===== src/rtl/quad_encoder_emu.sv =====
// Multi-channel quadrature encoder emulator: digital or analog speed requests become a Gray-code
// stream per channel, arbitrated against a synchronized physical encoder on the user port.
module quad_encoder_emu #(
  parameter int CHANNELS    = 2,
  parameter int DIV_W       = 16,
  parameter int ACCEL_STEPS = 8,
  parameter int DEADZONE    = 8
) (
  input  logic                  clk_sys,
  input  logic                  reset,
  input  logic [DIV_W-1:0]      clkdiv,
  input  logic [CHANNELS-1:0]   analog_en,
  input  logic [CHANNELS-1:0]   left,
  input  logic [CHANNELS-1:0]   right,
  input  logic [8*CHANNELS-1:0] analog,
  input  logic [2*CHANNELS-1:0] ext_quad,
  output logic [2*CHANNELS-1:0] quad,
  output logic [CHANNELS-1:0]   src_ext
);

  localparam int ACC_W = $clog2(ACCEL_STEPS + 1);

  logic [DIV_W-1:0] base;
  logic [1:0]       prime_q, prime_d;
  logic             prime_done;

  assign base       = (clkdiv == '0) ? DIV_W'(1) : clkdiv;
  assign prime_done = (prime_q == 2'd3);
  assign prime_d    = prime_done ? prime_q : prime_q + 2'd1;

  // Shared priming counter keeps reset-time pin levels from looking like encoder motion.
  always_ff @(posedge clk_sys) begin
    if (reset) prime_q <= '0;
    else       prime_q <= prime_d;
  end

  genvar gi;
  generate
    for (gi = 0; gi < CHANNELS; gi++) begin : g_ch
      logic [7:0]       raw;
      logic [6:0]       mag;
      logic             act, neg, accel, mode_chg, rev, step, ext_chg;
      logic [1:0]       shamt;
      logic [DIV_W-1:0] shifted, period;
      logic [DIV_W-1:0] timer_q, timer_d;
      logic [ACC_W-1:0] acc_q, acc_d;
      logic [1:0]       phase_q, phase_d, idx, idx_n;
      logic             mode_q, dir_act_q, dir_neg_q;
      logic             src_q, src_d;
      logic [1:0]       sync1_q, sync2_q, hist_q;
      logic [1:0]       quad_q, quad_d;

      assign raw = analog[8*gi +: 8];

      // -128 has no positive counterpart; it saturates to full speed.
      always_comb begin
        if (raw == 8'h80)  mag = 7'd127;
        else if (raw[7])   mag = 7'd0 - raw[6:0];
        else               mag = raw[6:0];
      end

      assign accel = (acc_q >= ACC_W'(ACCEL_STEPS));

      always_comb begin
        if (analog_en[gi]) begin
          act   = (mag >= 7'(DEADZONE));
          neg   = raw[7];
          shamt = mag[6:5];
        end else begin
          act   = left[gi] ^ right[gi];
          neg   = left[gi];
          shamt = {1'b0, accel};
        end
      end

      assign shifted  = base >> shamt;
      assign period   = (shifted == '0) ? DIV_W'(1) : shifted;
      assign mode_chg = (analog_en[gi] != mode_q);
      assign rev      = act && dir_act_q && (neg != dir_neg_q);
      assign ext_chg  = prime_done && (sync2_q != hist_q);

      // Phase index walks 0..3 in the order 00,01,11,10; Gray <-> binary is a single XOR.
      assign idx   = {phase_q[1], ^phase_q};
      assign idx_n = neg ? idx - 2'd1 : idx + 2'd1;

      always_comb begin
        timer_d = timer_q;
        acc_d   = acc_q;
        step    = 1'b0;
        if (!act || rev || mode_chg) begin
          timer_d = '0;
        end else if (timer_q >= period - DIV_W'(1)) begin
          step    = 1'b1;
          timer_d = '0;
        end else begin
          timer_d = timer_q + DIV_W'(1);
        end

        if (analog_en[gi] || !act || rev || mode_chg) acc_d = '0;
        else if (step && !accel)                      acc_d = acc_q + ACC_W'(1);

        phase_d = step ? {idx_n[1], ^idx_n} : phase_q;
        src_d   = step ? 1'b0 : (ext_chg ? 1'b1 : src_q);
        quad_d  = src_d ? sync2_q : phase_q;
      end

      always_ff @(posedge clk_sys) begin
        if (reset) begin
          timer_q   <= '0;
          acc_q     <= '0;
          phase_q   <= '0;
          mode_q    <= 1'b0;
          dir_act_q <= 1'b0;
          dir_neg_q <= 1'b0;
          src_q     <= 1'b0;
          sync1_q   <= '0;
          sync2_q   <= '0;
          hist_q    <= '0;
          quad_q    <= '0;
        end else begin
          timer_q   <= timer_d;
          acc_q     <= acc_d;
          phase_q   <= phase_d;
          mode_q    <= analog_en[gi];
          dir_act_q <= act;
          dir_neg_q <= neg;
          src_q     <= src_d;
          sync1_q   <= ext_quad[2*gi +: 2];
          sync2_q   <= sync1_q;
          hist_q    <= sync2_q;
          quad_q    <= quad_d;
        end
      end

      assign quad[2*gi +: 2] = quad_q;
      assign src_ext[gi]     = src_q;
    end
  endgenerate

endmodule


===== config.mk =====
export PLATFORM = sky130hd
export DESIGN_NAME = quad_encoder_emu
export DESIGN_NICKNAME = d
export VERILOG_FILES = /design/src/rtl/quad_encoder_emu.sv
export SDC_FILE = /design/constraint.sdc
export NUM_CORES = 1
export LEC_CHECK = 0
export BUFFER_PORTS_ARGS = -buffer_cell sky130_fd_sc_hd__buf_2
export CORE_ASPECT_RATIO = 1.4
export CORE_MARGIN = 2
export CORE_UTILIZATION = 28
export CTS_CLUSTER_SIZE = 14
export DETAILED_ROUTE_END_ITERATION = 7
export PLACE_DENSITY = 0.4
export SYNTH_ARGS = -nofsm -noshare
export SYNTH_HDL_FRONTEND = slang
export SYNTH_SLANG_ARGS = --single-unit

===== constraint.sdc =====
create_clock -name clk_sys -period 8.6 [get_ports clk_sys]
set_clock_uncertainty 0.05 [all_clocks]
set_input_delay 1.29 -clock clk_sys [delete_from_list [all_inputs] [get_ports clk_sys]]
set_output_delay 1.29 -clock clk_sys [all_outputs]
set_load 0.005 [all_outputs]

**Word-level counts from Yosys, hierarchy flattened**

Cells that the tools add are included.

- Flip-flop bits (word level): 70
- Word-level logic and storage cells: 113
- Output and inout port bits: 6
- Bits of input ports: 44

- Shifts and indexed selects: 2
- $add $sub $neg: 13
- Order comparisons: 6
- Bitwise gates (word level): 2
- Reductions and logical operators: 33
- Equality and inequality tests: 9
- Muxes and demuxes: 25

Operator list:

| kind | count |
|---|---|
| 16-bit logical NOT | 3 |
| 16-bit 2-to-1 mux | 3 |
| 16-bit by 1-bit adder with 16-bit output (second input constant) | 2 |
| 16-bit >= comparator | 2 |
| 16-bit by 2-bit right shift with 16-bit output | 2 |
| 16-bit by 1-bit subtractor with 16-bit output (second input constant) | 2 |
| 7-bit 2-to-1 mux | 4 |
| 8-bit == test (second input constant) | 2 |
| 7-bit by 4-bit >= comparator with 1-bit output (second input constant) | 2 |
| 1-bit by 7-bit subtractor with 7-bit output (first input constant) | 2 |
| 1-bit 2-to-1 mux | 12 |
| 2-bit 2-to-1 mux | 6 |
| 1-bit logical OR | 10 |
| 4-bit by 1-bit adder with 4-bit output (second input constant) | 2 |
| 4-bit >= comparator (second input constant) | 2 |
| 1-bit logical AND | 8 |
| 2-bit XOR reduction | 4 |
| 2-bit by 1-bit adder with 2-bit output (second input constant) | 3 |
| 3-bit OR reduction | 2 |
| 1-bit logical NOT | 4 |
| 1-bit != test | 4 |
| 2-bit != test | 2 |
| 2-bit OR reduction | 2 |
| 2-bit by 1-bit subtractor with 2-bit output (second input constant) | 2 |
| 2 further kinds | 3 |

**Logic depth before layout (Yosys ltp)**

Gate-level depths: netlist of run 1.

- Depth in word-level cells: 13
- Gate-level depth with buffers: 29

**Worst setup path before layout of run 1**

Ideal clock, no wire load.

- Kind: in2reg
- Start point: in analog[8]
- End point: reg g_ch[1].quad_q[0]
- Data required time: 8429 ps
- Arrival time: 6370 ps
- Stages: 25
- Setup slack: 2059 ps
- Cells stage by stage: inv_1 -> ha_1 -> nor3b_2 -> a31oi_1 -> a222oi_1 -> o21bai_1 -> a221oi_1 -> and3_1 -> nand2_1 -> nor2_1 -> a211oi_1 -> ha_1 -> inv_1 -> or2_2 -> o22ai_1 -> nand3_1 -> or3_4 -> nor4_4 -> xnor2_1 -> ha_1 -> nand4_1 -> nor4_1 -> a21oi_1 -> o22ai_1 -> mux2_2

- Longest elaborated chain between the ends: 13
- Elaborated cells between the ends (all ways): 21

Ends and longest elaborated chain:

| item | RTL line | RTL |
|---|---|---|
| start: declaration | 15 | `input logic [8*CHANNELS-1:0] analog,` |
| 1-bit by 7-bit subtractor with 7-bit output | 58 | `else if (raw[7]) mag = 7'd0 - raw[6:0];` |
| 7-bit 2-to-1 mux | 58 |  |
| 7-bit 2-to-1 mux * | 57 | `if (raw == 8'h80) mag = 7'd127;` |
| 2-bit 2-to-1 mux | 65 | `if (analog_en[gi]) begin` |
| 16-bit by 2-bit right shift with 16-bit output | 76 | `assign shifted = base >> shamt;` |
| 16-bit logical NOT | 77 | `assign period = (shifted == '0) ? DIV_W'(1) : shifted;` |
| 16-bit 2-to-1 mux | 77 |  |
| 16-bit by 1-bit subtractor with 16-bit output | 92 | `end else if (timer_q >= period - DIV_W'(1)) begin` |
| 16-bit >= comparator | 92 |  |
| 1-bit 2-to-1 mux | 92 |  |
| 1-bit 2-to-1 mux * | 90 | `if (!act \|\| rev \|\| mode_chg) begin` |
| 1-bit 2-to-1 mux * | 103 | `src_d = step ? 1'b0 : (ext_chg ? 1'b1 : src_q);` |
| 2-bit 2-to-1 mux * | 104 | `quad_d = src_d ? sync2_q : phase_q;` |
| end signal: assignment | 131 | `quad_q <= quad_d;` |
| end: declaration | 51 | `logic [1:0] quad_q, quad_d;` |

Mark *: on every way between the ends. The rest lies on a longest branch, timed or not.
A chain may end at the register's enable or synchronous reset.

**Worst setup path in the final report of run 1**

- Start point: in analog[8]
- End point: reg g_ch[1].timer_q[3]

- Longest elaborated chain between the ends: 10
- Elaborated cells between the ends (all ways): 18

Ends and longest elaborated chain:

| item | RTL line | RTL |
|---|---|---|
| 1-bit by 7-bit subtractor with 7-bit output | 58 |  |
| 7-bit 2-to-1 mux | 58 |  |
| 7-bit 2-to-1 mux * | 57 |  |
| 2-bit 2-to-1 mux or 7-bit by 4-bit >= comparator with 1-bit output (tied branches) | 65, 66 |  |
| 16-bit by 2-bit right shift with 16-bit output or 1-bit 2-to-1 mux (tied branches) | 76, 65 |  |
| 16-bit logical NOT or 1-bit logical AND (tied branches) | 77, 79 |  |
| 16-bit 2-to-1 mux or 1-bit logical AND (tied branches) | 77, 79 |  |
| 16-bit by 1-bit subtractor with 16-bit output or 1-bit logical OR (tied branches) | 92, 90 |  |
| 16-bit >= comparator or 1-bit logical OR (tied branches) | 92, 90 |  |
| 3-bit OR reduction (no line) * | -- |  |
| end signal: assignment | 121 | `timer_q <= timer_d;` |
| end: declaration | 45 | `logic [DIV_W-1:0] timer_q, timer_d;` |

Marked as above.

==> results of run 1 <==
## final cells by class
type / count / area [um^2]
flip-flops and latches: 70 / 1400
fillers: 2294 / 14400
repair buffers: 54 / 283
well taps: 260 / 325
multi-input cells: 631 / 4310
clock buffers: 9 / 225
clock inverters: 7 / 61.3
inverters: 39 / 146
## sequential cells by signal (all words and copies together), names as in the netlist
signal and count:
g_ch.src_q 2, g_ch.mode_q 2, g_ch.sync2_q 4, prime_q 2
g_ch.sync1_q 4, g_ch.hist_q 4, g_ch.acc_q 8, g_ch.dir_neg_q 2
g_ch.phase_q 4, g_ch.timer_q 32, g_ch.dir_act_q 2, g_ch.quad_q 4
## critical path, stage by stage
cell and delay (ns):
buf_2 0.11, inv_1 0.05, ha_1 0.21, nor3b_2 0.31
a31oi_1 0.29, a222oi_1 0.72, o21bai_1 0.20, a221oi_1 0.09
and3_1 0.26, nand2_1 0.11, nor2_1 0.04, a211oi_1 0.40
ha_1 0.30, inv_1 0.05, or2_2 0.32, o22ai_1 0.21
nand3_1 0.15, or3_4 0.43, nor4_4 0.26, xnor2_1 0.16
ha_1 0.27, a21o_1 0.16, a21oi_1 0.15, o21ai_0 0.14
a21oi_1 0.49, nand2_1 0.50, nor2_1 0.21
## metal layers
metal | vias to the layer above | routed length (um)
li1 | 2825 | -
met1 | 2640 | 7730
met2 | 108 | 8780
met3 | 39 | 540
met4 | 0 | 696
met5 | - | 0
## power by group
part / switching [mW] / total [mW] / internal [mW]
logic: 0.156 / 0.255 / 0.0984
clock network: 0.175 / 0.377 / 0.201
registers: 0.00452 / 0.337 / 0.332
## cell families after synthesis
group | after synthesis
AOI/OAI and AO/OA | 167
adders and majority gates | 43
buffers and inverters | 73
and+or+nand+nor | 320
xor gates and xnor gates | 71
muxes | 30
DFF | 70
## layout by cell type, fill, tap and decap left out, drive strengths merged, types with 7 or more instances in the layout
master and count:
nand3 28, a31oi 7, a21oi 38, nor2 118
o22ai 11, mux2i 21, inv 43, nand2 53
xnor2 46, nor3 16, nor4 10, dfxtp 70
xor2 25, a211oi 14, buf 54, nand4 9
mux2 9, nor2b 27, clkbuf 9, o21ai 22
and3 9, nand2b 9, ha 43, a21o 12
## per-stage QoR
stage | area (um^2) | setup slack (ns) | instances | hold WS [ns]
after floorplan | 6010 | 2.06 | 774 | 0.364
after global placement | 6470 | 0.519 | 1054 | 0.370
after detailed placement | 6470 | 0.450 | 1054 | 0.376
after CTS | 6760 | 0.811 | 1070 | 0.393
after global routing | 6760 | 0.279 | 1070 | 0.414
final | 6760 | 0.917 | 1070 | 0.389
## worst max-delay path by stage
stage / from / endpoint / slack (ns) / cells past startpoint
detailed placement: analog[8] / g_ch[1].timer_q[6] / 0.45 / 27
floorplan: analog[8] / g_ch[1].quad_q[0] / 2.06 / 25
finish: analog[8] / g_ch[1].timer_q[3] / 0.92 / 27
global route: analog_en[1] / g_ch[1].timer_q[3] / 0.28 / 25
CTS: analog[8] / g_ch[1].timer_q[3] / 0.81 / 27
global placement: analog[15] / g_ch[1].timer_q[15] / 0.52 / 24
==> results by group, run 1 <==
Layout
  • Share of layout cells above drive strength 1: 0.127
  • Nets@finish: 892
  • Finished Core Util: 0.320
  • Area Growth Syn to Fin: 12.4%
  • # diodes: 0

Setup path
  • Crit path capture type: flop
  • Setup Crit Path Kind: input port to flop
  • Reg2reg end: g_ch[1].timer_q[3]
  • Worst EP required: 8.82 ns
  • Crit start category: input port
  • R2R Setup Slk: 2.32 ns
  • Critical Path Fanout Max: 15
  • Worst Path Arrival: 7.90 ns
  • R2R depth: 23
  • Reg2reg start: g_ch[1].acc_q[3]

Clock network
  • H-tree Lvls: 3
  • Post-CTS setup buffer count: 0
  • Num CTS Buffers: 9
  • CTS root buf: clkbuf_16
  • Clock transition at path regs: 0.07 ns
  • CTS hold repair buffers: 0
  • CTS resizes: 0
  • CTS sink cnt: 70
  • CTS max path bufs: 2
  • Clock latency on the worst-skew pair: 0.35 ns
  • CTS tree: built

Timing
  • Final TNS setup: 0 ns
  • Worst slew pin tran: 1.06 ns
  • Normalized max-slew margin: 0.287
  • Crit path time final: 7.68 ns
  • Fmax: 130 MHz
  • Final Setup Violations: 0
  • Fin. Hold Viols: 0
  • Fin crit share: 0.893
  • RSZ-0062 raised after global routing: no
  • Final max-slew violation count: 0

Synth
  • Async SR Flop Fraction: 0
  • Netlist cell types: 81
  • Synth Warn #: 0
  • Avg Cell Area, Syn: 7.76 um^2
  • Synth Area in Simple Gates: 0.270
  • Post-synth EDFFs: 0
  • Top-count cell post-synth: nor2_1
  • Leading area contributor after synthesis: dfxtp_1
  • Syn Std Cell Area: 6010 um^2
  • Ys flop type: dfxtp_1
  • Largest family of logic cells by synthesized area: simple AND/OR/NAND/NOR gates
  • Syn nets: 861
  • #FFs+latches synth: 70
  • Synth Area in XOR/XNOR: 0.103
  • Top cell type's share of synthesized area: 0.233
  • Top cells by area, synth: dfxtp_1 (23%), ha_1 (9.0%), nor2_1 (7.4%), xnor2_1 (6.7%), xor2_1 (3.6%)
  • Synth top cells by count: nor2_1 (118), dfxtp_1 (70), nand2_1 (53)
  • Post-Syn Instances: 774
  • Synth Area in Compound Gates: 0.203
  • Adder-cell area share of the yosys netlist: 0.0895
  • Multiplexer share of the synthesized area: 0.0518
  • Sequential fraction of the synthesis area: 0.233

GRT
  • Largest net degree at the start of global routing: 35
  • GRT overflow: 0
  • Total GRT Usage: 0.158
  • Initial antenna violation count: 0
  • Met2 Resource Use GR: 0.275
  • Grt met3 use: 0.0298
  • Met1 usage in global routing: 0.187
  • Vias in the first global route: 5,517
  • Global-route wire length before repair: 28,600 um
  • Gr busiest metal: met2

Die
  • Die W: 128 um
  • Die height: 177 um
  • Initial core utilization: 0.284
  • Row count: 63
  • I/O pin cnt: 50
  • Die footprint: 22,700 um^2
  • Total core area: 21,100 um^2

Worst hold path
  • Hold Path Class: flop to flop
  • Worst Hold Endpoint: g_ch[1].sync2_q[1]
  • HP Start: g_ch[1].sync1_q[1]
  • Hold depth: 1

Drt
  • Wirelength per Cell: 16.6 um
  • DR DRC count: 0
  • DR pass1 iterations: 5
  • Wirelength, routed: 17,700 um
  • Initial DRC count: 302
  • Vias per cell: 5.24
  • Post-route ant nets: 0
  • Routed vias: 5,612

Place
  • Port Buf Inserts: 49
  • GPL Wtd Cong: 0.887
  • DP HPWL: 14,000 um

Pwr
  • Power Density: 143 nW/um^2
  • Peak supply drop: 113 uV
  • Overall power: 0.968 mW
  • Leakage power: 2.71 nW

Job
  • Max-Cap Viols: 0

Outcome
  • Status: completed
Power figures use the tool's default switching activity.
==> inputs of run 2 (changes only) <==
CTS_BUF_LIST = sky130_fd_sc_hd__clkbuf_2   (was default)
SETUP_SLACK_MARGIN = 0.15   (was default)
==> run 2 against run 1 <==
Effect of this change:
- clock-buffer cell count unchanged
- via count increased by 0.29%
- final cell count about the same
- cell area decreased by 2.6%
- critical path type unchanged
- global-route usage decreased by 0.056 points
==> results by group, run 2 (synthesis gave the netlist of run 1 again) <==
Drt
  • Initial DRC count: 281 (-7.0%)
  • Wirelength, routed: 17,700 um (-0.33%)
  • Vias per cell: 5.25 (+0.19%)
  • Routed vias: 5,628 (+0.29%)
  • Post-route ant nets: 0 (unchanged)
  • DR pass1 iterations: 4 (-1)
  • DR DRC count: 0 (unchanged)
  • Wirelength per Cell: 16.5 um (-0.43%)

Setup path
  • Crit start category: input port
  • CP max stage delay: 0.71 ns (about the same)
  • Worst EP required: 9.06 ns (+0.24 ns)
  • Crit-path most repeated cell: ha_1
  • Setup Crit Path Kind: input port to flop
  • Critical Path Fanout Max: 15 (unchanged)
  • Crit path capture type: flop
  • Reg2reg start: g_ch[1].acc_q[3]
  • Slowest-stage cell, CP: a222oi_1
  • CP Launch Point: analog[8]
  • Worst Path Arrival: 7.90 ns (about the same)
  • R2R depth: 24 (+4.3%)

Layout
  • Share of layout cells above drive strength 1: 0.127 (unchanged)
  • Top flop regs: g_ch.timer_q x32, g_ch.acc_q x8
  • Most frequent cells in the layout: nor2_1 (118), dfxtp_1 (70), nand2_1 (53)
  • Most common cell after layout, fill and taps aside: nor2_1
  • Final non-filler cell total: 1,071 (+0.093%)
  • Area Growth Syn to Fin: 9.45%
  • Largest register FFs: 32 (unchanged)
  • Nets@finish: 892 (unchanged)
  • Top reg by flops: g_ch.timer_q

Clock network
  • Post-CTS setup buffer count: 0 (unchanged)
  • CTS hold repair buffers: 0 (unchanged)
  • CTS sink cnt: 70 (unchanged)
  • CTS resizes: 0 (unchanged)
  • CTS tree: built
  • Clock transition at path regs: 0.27 ns (+0.20 ns)
  • CTS root buf: clkbuf_2
  • Clock latency on the worst-skew pair: 0.60 ns (+0.25 ns)
  • H-tree Lvls: 3 (unchanged)
  • CTS max path bufs: 2 (unchanged)
  • Num CTS Buffers: 9 (unchanged)

Die
  • Row count: 63 (unchanged)
  • Die footprint: 22,700 um^2 (unchanged)
  • Die height: 177 um (unchanged)
  • Total core area: 21,100 um^2 (unchanged)
  • Die W: 128 um (unchanged)
  • I/O pin cnt: 50 (unchanged)
  • Initial core utilization: 0.284 (unchanged)

Worst hold path
  • Hold depth: 1 (unchanged)
  • HP Start: g_ch[1].sync1_q[1]
  • Hold Path Class: flop to flop

Pwr
  • Clk pwr share: 0.253 (-0.136)
  • Peak supply drop: 62.2 uV (-45%)
  • P_int: 0.476 mW (-25%)
  • P_sw: 0.316 mW (-6.0%)
  • Switch share: 0.399 (+0.0519)
  • Sequential share of power: 0.427 (+0.079)
  • Overall power: 0.792 mW (-18%)
  • Power Density: 120 nW/um^2 (-16%)
  • Leakage power: 2.64 nW (-2.7%)
  • Logic gate share of total power: 0.321 (+0.058)

GRT
  • Largest net degree at the start of global routing: 35 (unchanged)
  • Global-route wire length before repair: 28,500 um (-0.46%)
  • Total GRT Usage: 0.158 (-0.000558)
  • Vias in the first global route: 5,508 (-0.16%)
  • Initial antenna violation count: 1 (+1)
  • GRT overflow: 0 (unchanged)

Timing
  • Crit path time final: 7.44 ns (-0.246 ns)
  • Final Setup Violations: 0 (unchanged)
  • Fmax: 134 MHz (+3.3%)
  • Fin crit share: 0.865 (-0.0286)
  • Final TNS setup: 0 ns (unchanged)
  • Fin. Hold Viols: 0 (unchanged)
  • Normalized max-slew margin: 0.275 (-0.0121)
  • RSZ-0062 raised after global routing: no
  • Worst slew pin tran: 1.08 ns (+0.0180 ns)
  • Final worst slack: 1.16 ns (+0.246 ns)
  • Final max-slew violation count: 0 (unchanged)

Place
  • DP HPWL: 14,000 um (unchanged)
  • Pre-CTS setup slack: 0.450 ns (unchanged)
  • Placed cell count: 1,054 (unchanged)
  • GPL Wtd Cong: 0.887 (unchanged)
  • Port Buf Inserts: 49 (unchanged)

Job
  • Max-Cap Viols: 0 (unchanged)

Outcome
  • Status: completed
-- run 2: cell types whose count changed in the layout (fill, tap and decap cells not counted), sizes merged --
| cell | previous run | this run |
|---|---|---|
| diode | 0 | 1 |
-- run 2: area by class of cell --
class,count,area (um^2)
Inverter,39,146
Clock buffer,9,45.0
Clock inverter,7,61.3
Tap cell,260,325
Sequential cell,70,1400
Multi-Input combinational cell,631,4310
Fill cell,2316,14500
Timing Repair Buffer,54,283
Antenna cell,1,2.50
-- run 2: through the flow --
step	area [um^2]	util	hold slack [ns]
2_1_floorplan	6010	-	0.364
3_3_place_gp	6470	0.306	0.370
3_5_place_dp	6470	0.306	0.376
4_1_cts	6580	0.311	0.418
5_1_grt	6580	0.311	0.430
6_report	6580	0.311	0.415
-- run 2: path summary, 6_finish.rpt --
| kind | to | slack (ns) |
|---|---|---|
| setup reg to reg | g_ch[1].timer_q[3] | 2.29 |
| setup / recovery | g_ch[1].timer_q[3] | 1.16 |
| hold / removal | g_ch[1].sync2_q[1] | 0.42 |
| hold reg to reg | g_ch[1].sync2_q[1] | 0.42 |
-- run 2: layer usage --
layer	routed length, um	global-route usage	share of wire
met1	7580	0.186	0.43
met2	8880	0.274	0.50
met3	536	0.0308	0.030
met4	691	0.0733	0.039
met5	0	0	0
-- run 2: power groups by stage --
| stage | logic [mW] | clock network (mW) | registers, mW |
|---|---|---|---|
| floorplan | 0.185 | 0 | 0.343 |
| finish | 0.254 | 0.200 | 0.338 |
| detailed placement | 0.255 | 0 | 0.344 |
| global placement | 0.252 | 0 | 0.344 |
| global route | 0.285 | 0.226 | 0.340 |
| CTS | 0.256 | 0.217 | 0.338 |
-- run 2: critical path, delay by kind of cell --
kind	cells	cell delay, ns
adder cells (fa/ha/maj)	3	0.78
XOR/XNOR	1	0.16
AND/OR/NAND/NOR	10	2.59
buffers and inverters	3	0.21
AO/OA/AOI/OAI	10	2.84
==> inputs of run 3 (changes only) <==
GPL_ROUTABILITY_DRIVEN = 1   (was default)
PLACE_DENSITY = 0.42   (was 0.4)
clock period = 6.55 ns   (was 8.6 ns; I/O delays follow)
==> run 3 against run 2 <==
Effect of this change:
- via count grew 2.9%
- power grew 39%
- first-iteration DRC count shrank 7.8%
- die area is the same
- sequential power grew 31%
- wire length grew 1.5%
- clock power grew 39%
- utilization grew 3.0 points
- critical path type unchanged
- combinational power grew 50%
- register-to-register slack lost 1.1 ns
- sequential share of layout area shrank 1.9 points
- critical path depth grew 1
==> results by group, run 3 (synthesis gave the netlist of run 1 again) <==
Outcome
  • Status: completed

Timing
  • Final worst slack: 0.586 ns (-0.577 ns)
  • Final Setup Violations: 0 (unchanged)
  • RSZ-0062 raised after global routing: no
  • Fmax: 168 MHz
  • Fin crit share: 0.911
  • Worst slew pin tran: 0.617 ns (-0.464 ns)
  • Fin Hold WS: 0.408 ns (-0.00738 ns)
  • Final max-slew violation count: 0 (unchanged)
  • Fin. Hold Viols: 0 (unchanged)
  • Crit path time final: 5.96 ns
  • Normalized max-slew margin: 0.585 (+0.310)

Drt
  • Initial DRC count: 259 (-7.8%)
  • Post-route ant nets: 0 (unchanged)
  • DR pass1 iterations: 7 (+3)
  • DR DRC count: 0 (unchanged)
  • Wirelength, routed: 18,000 um (+1.5%)
  • Wirelength per Cell: 15.6 um (-5.3%)
  • Routed vias: 5,793 (+2.9%)
  • Vias per cell: 5.05 (-4.0%)

Die
  • Die W: 128 um (unchanged)
  • Initial core utilization: 0.284 (unchanged)
  • Die footprint: 22,700 um^2 (unchanged)
  • Total core area: 21,100 um^2 (unchanged)
  • I/O pin cnt: 50 (unchanged)
  • Die height: 177 um (unchanged)
  • Row count: 63 (unchanged)

Pwr
  • Clk pwr share: 0.251 (-0.002)
  • Switch share: 0.365 (-0.0339)
  • P_sw: 0.402 mW (+27%)
  • Peak supply drop: 75.2 uV (+21%)
  • Leakage power: 3.03 nW (+15%)
  • P_int: 0.699 mW (+47%)
  • Power Density: 153 nW/um^2 (+27%)
  • Sequential share of power: 0.403 (-0.024)
  • Logic gate share of total power: 0.346 (+0.025)

Place
  • Pre-CTS setup slack: -0.204 ns (-0.654 ns)
  • GPL Wtd Cong: 0.820 (-7.5%)
  • Area after DPL: 7060 um^2 (+9.1%)
  • DP HPWL: 14,400 um (+3.0%)
  • Port Buf Inserts: 49 (unchanged)
  • Placed cell count: 1,129 (+7.1%)

Clock network
  • H-tree Lvls: 3 (unchanged)
  • Num CTS Buffers: 9 (unchanged)
  • CTS sink cnt: 70 (unchanged)
  • CTS hold repair buffers: 0 (unchanged)
  • CTS tree: built
  • Clock transition at path regs: 0.21 ns (-0.06 ns)
  • CTS max path bufs: 2 (unchanged)
  • Clock latency on the worst-skew pair: 0.64 ns (+0.04 ns)
  • CTS root buf: clkbuf_2

GRT
  • Global-route wire length before repair: 29,100 um (+2.3%)
  • Initial antenna violation count: 2 (+1)
  • Largest net degree at the start of global routing: 35 (unchanged)
  • GRT overflow: 0 (unchanged)
  • Vias in the first global route: 5,729 (+4.0%)
  • Total GRT Usage: 0.163 (+0.00551)

Layout
  • Area Growth Syn to Fin: 19.9%
  • Largest register FFs: 32 (unchanged)
  • Most frequent cells in the layout: nor2_1 (118), buf_4 (79), dfxtp_1 (70)
  • Final non-filler cell total: 1,148 (+7.2%)
  • Finished Core Util: 0.341 (+0.0298)
  • Final Cell Area: 7210 um^2 (+9.6%)
  • Nets@finish: 968 (+8.5%)
  • Share of layout cells above drive strength 1: 0.204 (+0.0771)
  • Top flop regs: g_ch.timer_q x32, g_ch.acc_q x8
  • Fill count: 2,325 (+0.39%)
  • Top reg by flops: g_ch.timer_q
  • Most common cell after layout, fill and taps aside: nor2_1

Setup path
  • Worst EP required: 7.02 ns (-2.04 ns)
  • R2R depth: 25 (+4.2%)
  • Critical Path Fanout Max: 7 (-8)
  • Crit path capture type: flop
  • Worst Path Arrival: 6.44 ns (-1.46 ns)
  • Crit start category: input port
  • Setup Crit Path Kind: input port to flop

Worst hold path
  • Hold Path Class: flop to flop
  • Hold depth: 1 (unchanged)

Job
  • Max-Cap Viols: 0 (unchanged)
-- run 3: final timing paths --
check / start / end / slack [ns]
worst min-delay path: g_ch[1].sync1_q[0] / g_ch[1].sync2_q[0] / 0.41
worst min register to register: g_ch[1].sync1_q[0] / g_ch[1].sync2_q[0] / 0.41
worst max register to register: g_ch[1].acc_q[3] / g_ch[1].acc_q[2] / 1.18
worst max-delay path: analog[9] / g_ch[1].acc_q[2] / 0.59
-- run 3: area by class of cell --
cell class	count	area, um^2	share of cell area
Clock inverter	6	70.1	0.00972
Clock buffer	10	50.0	0.00694
Timing Repair Buffer	130	878	0.122
Antenna cell	2	5.00	0.000694
Multi-Input combinational cell	631	4330	0.601
Tap cell	260	325	0.0451
Inverter	39	146	0.0203
Sequential cell	70	1400	0.194
-- run 3: power groups by stage --
stage / clock network [mW] / logic [mW] / registers [mW]
3_5_place_dp: 0 / 0.381 / 0.452
6_report: 0.277 / 0.381 / 0.444
2_1_floorplan: 0 / 0.242 / 0.451
5_1_grt: 0.314 / 0.429 / 0.446
3_3_place_gp: 0 / 0.383 / 0.452
4_1_cts: 0.297 / 0.383 / 0.444
-- run 3: per-stage QoR --
stage	TNS (ns)	power, mW
floorplan	0	0.693
global placement	-0.0397	0.835
detailed placement	-2.35	0.833
CTS	0	1.12
global route	0	1.19
finish	0	1.10
-- run 3: worst max-delay path: stages --
cell and delay [ns]:
buf_2 0.11, inv_1 0.05, ha_1 0.18, nor3b_4 0.31, a31oi_2 0.22, a222oi_1 0.46
o21bai_1 0.17, a221oi_1 0.07, and3_1 0.18, nand2_1 0.08, nor2_1 0.04, a211oi_1 0.31
ha_1 0.24, inv_1 0.04, or2_2 0.29, o22ai_1 0.17, nand3_1 0.12, or3_4 0.41
nor4_4 0.26, xnor2_1 0.11, ha_1 0.30, nand4_1 0.12, nor4_1 0.28, a21oi_1 0.18
buf_4 0.18, nor4b_1 0.34, xnor2_1 0.16, nor2_1 0.05
-- run 3: per-layer routing --
layer  vias to the layer above  track usage  wire length, um  share of wire
li1                       2982            -                -              -
met1                      2719        0.191             7800           0.43
met2                        71        0.299             9410           0.52
met3                        21       0.0277              421          0.023
met4                         0       0.0559              330          0.018
met5                         -            0                0              0
-- run 3: timing repair --
| action | CTS | global route |
|---|---|---|
| endpoints found under the setup margin | 0 | 19 |
| gates resized for setup | 0 | 3 |
| buffers inserted | 0 | 1 |
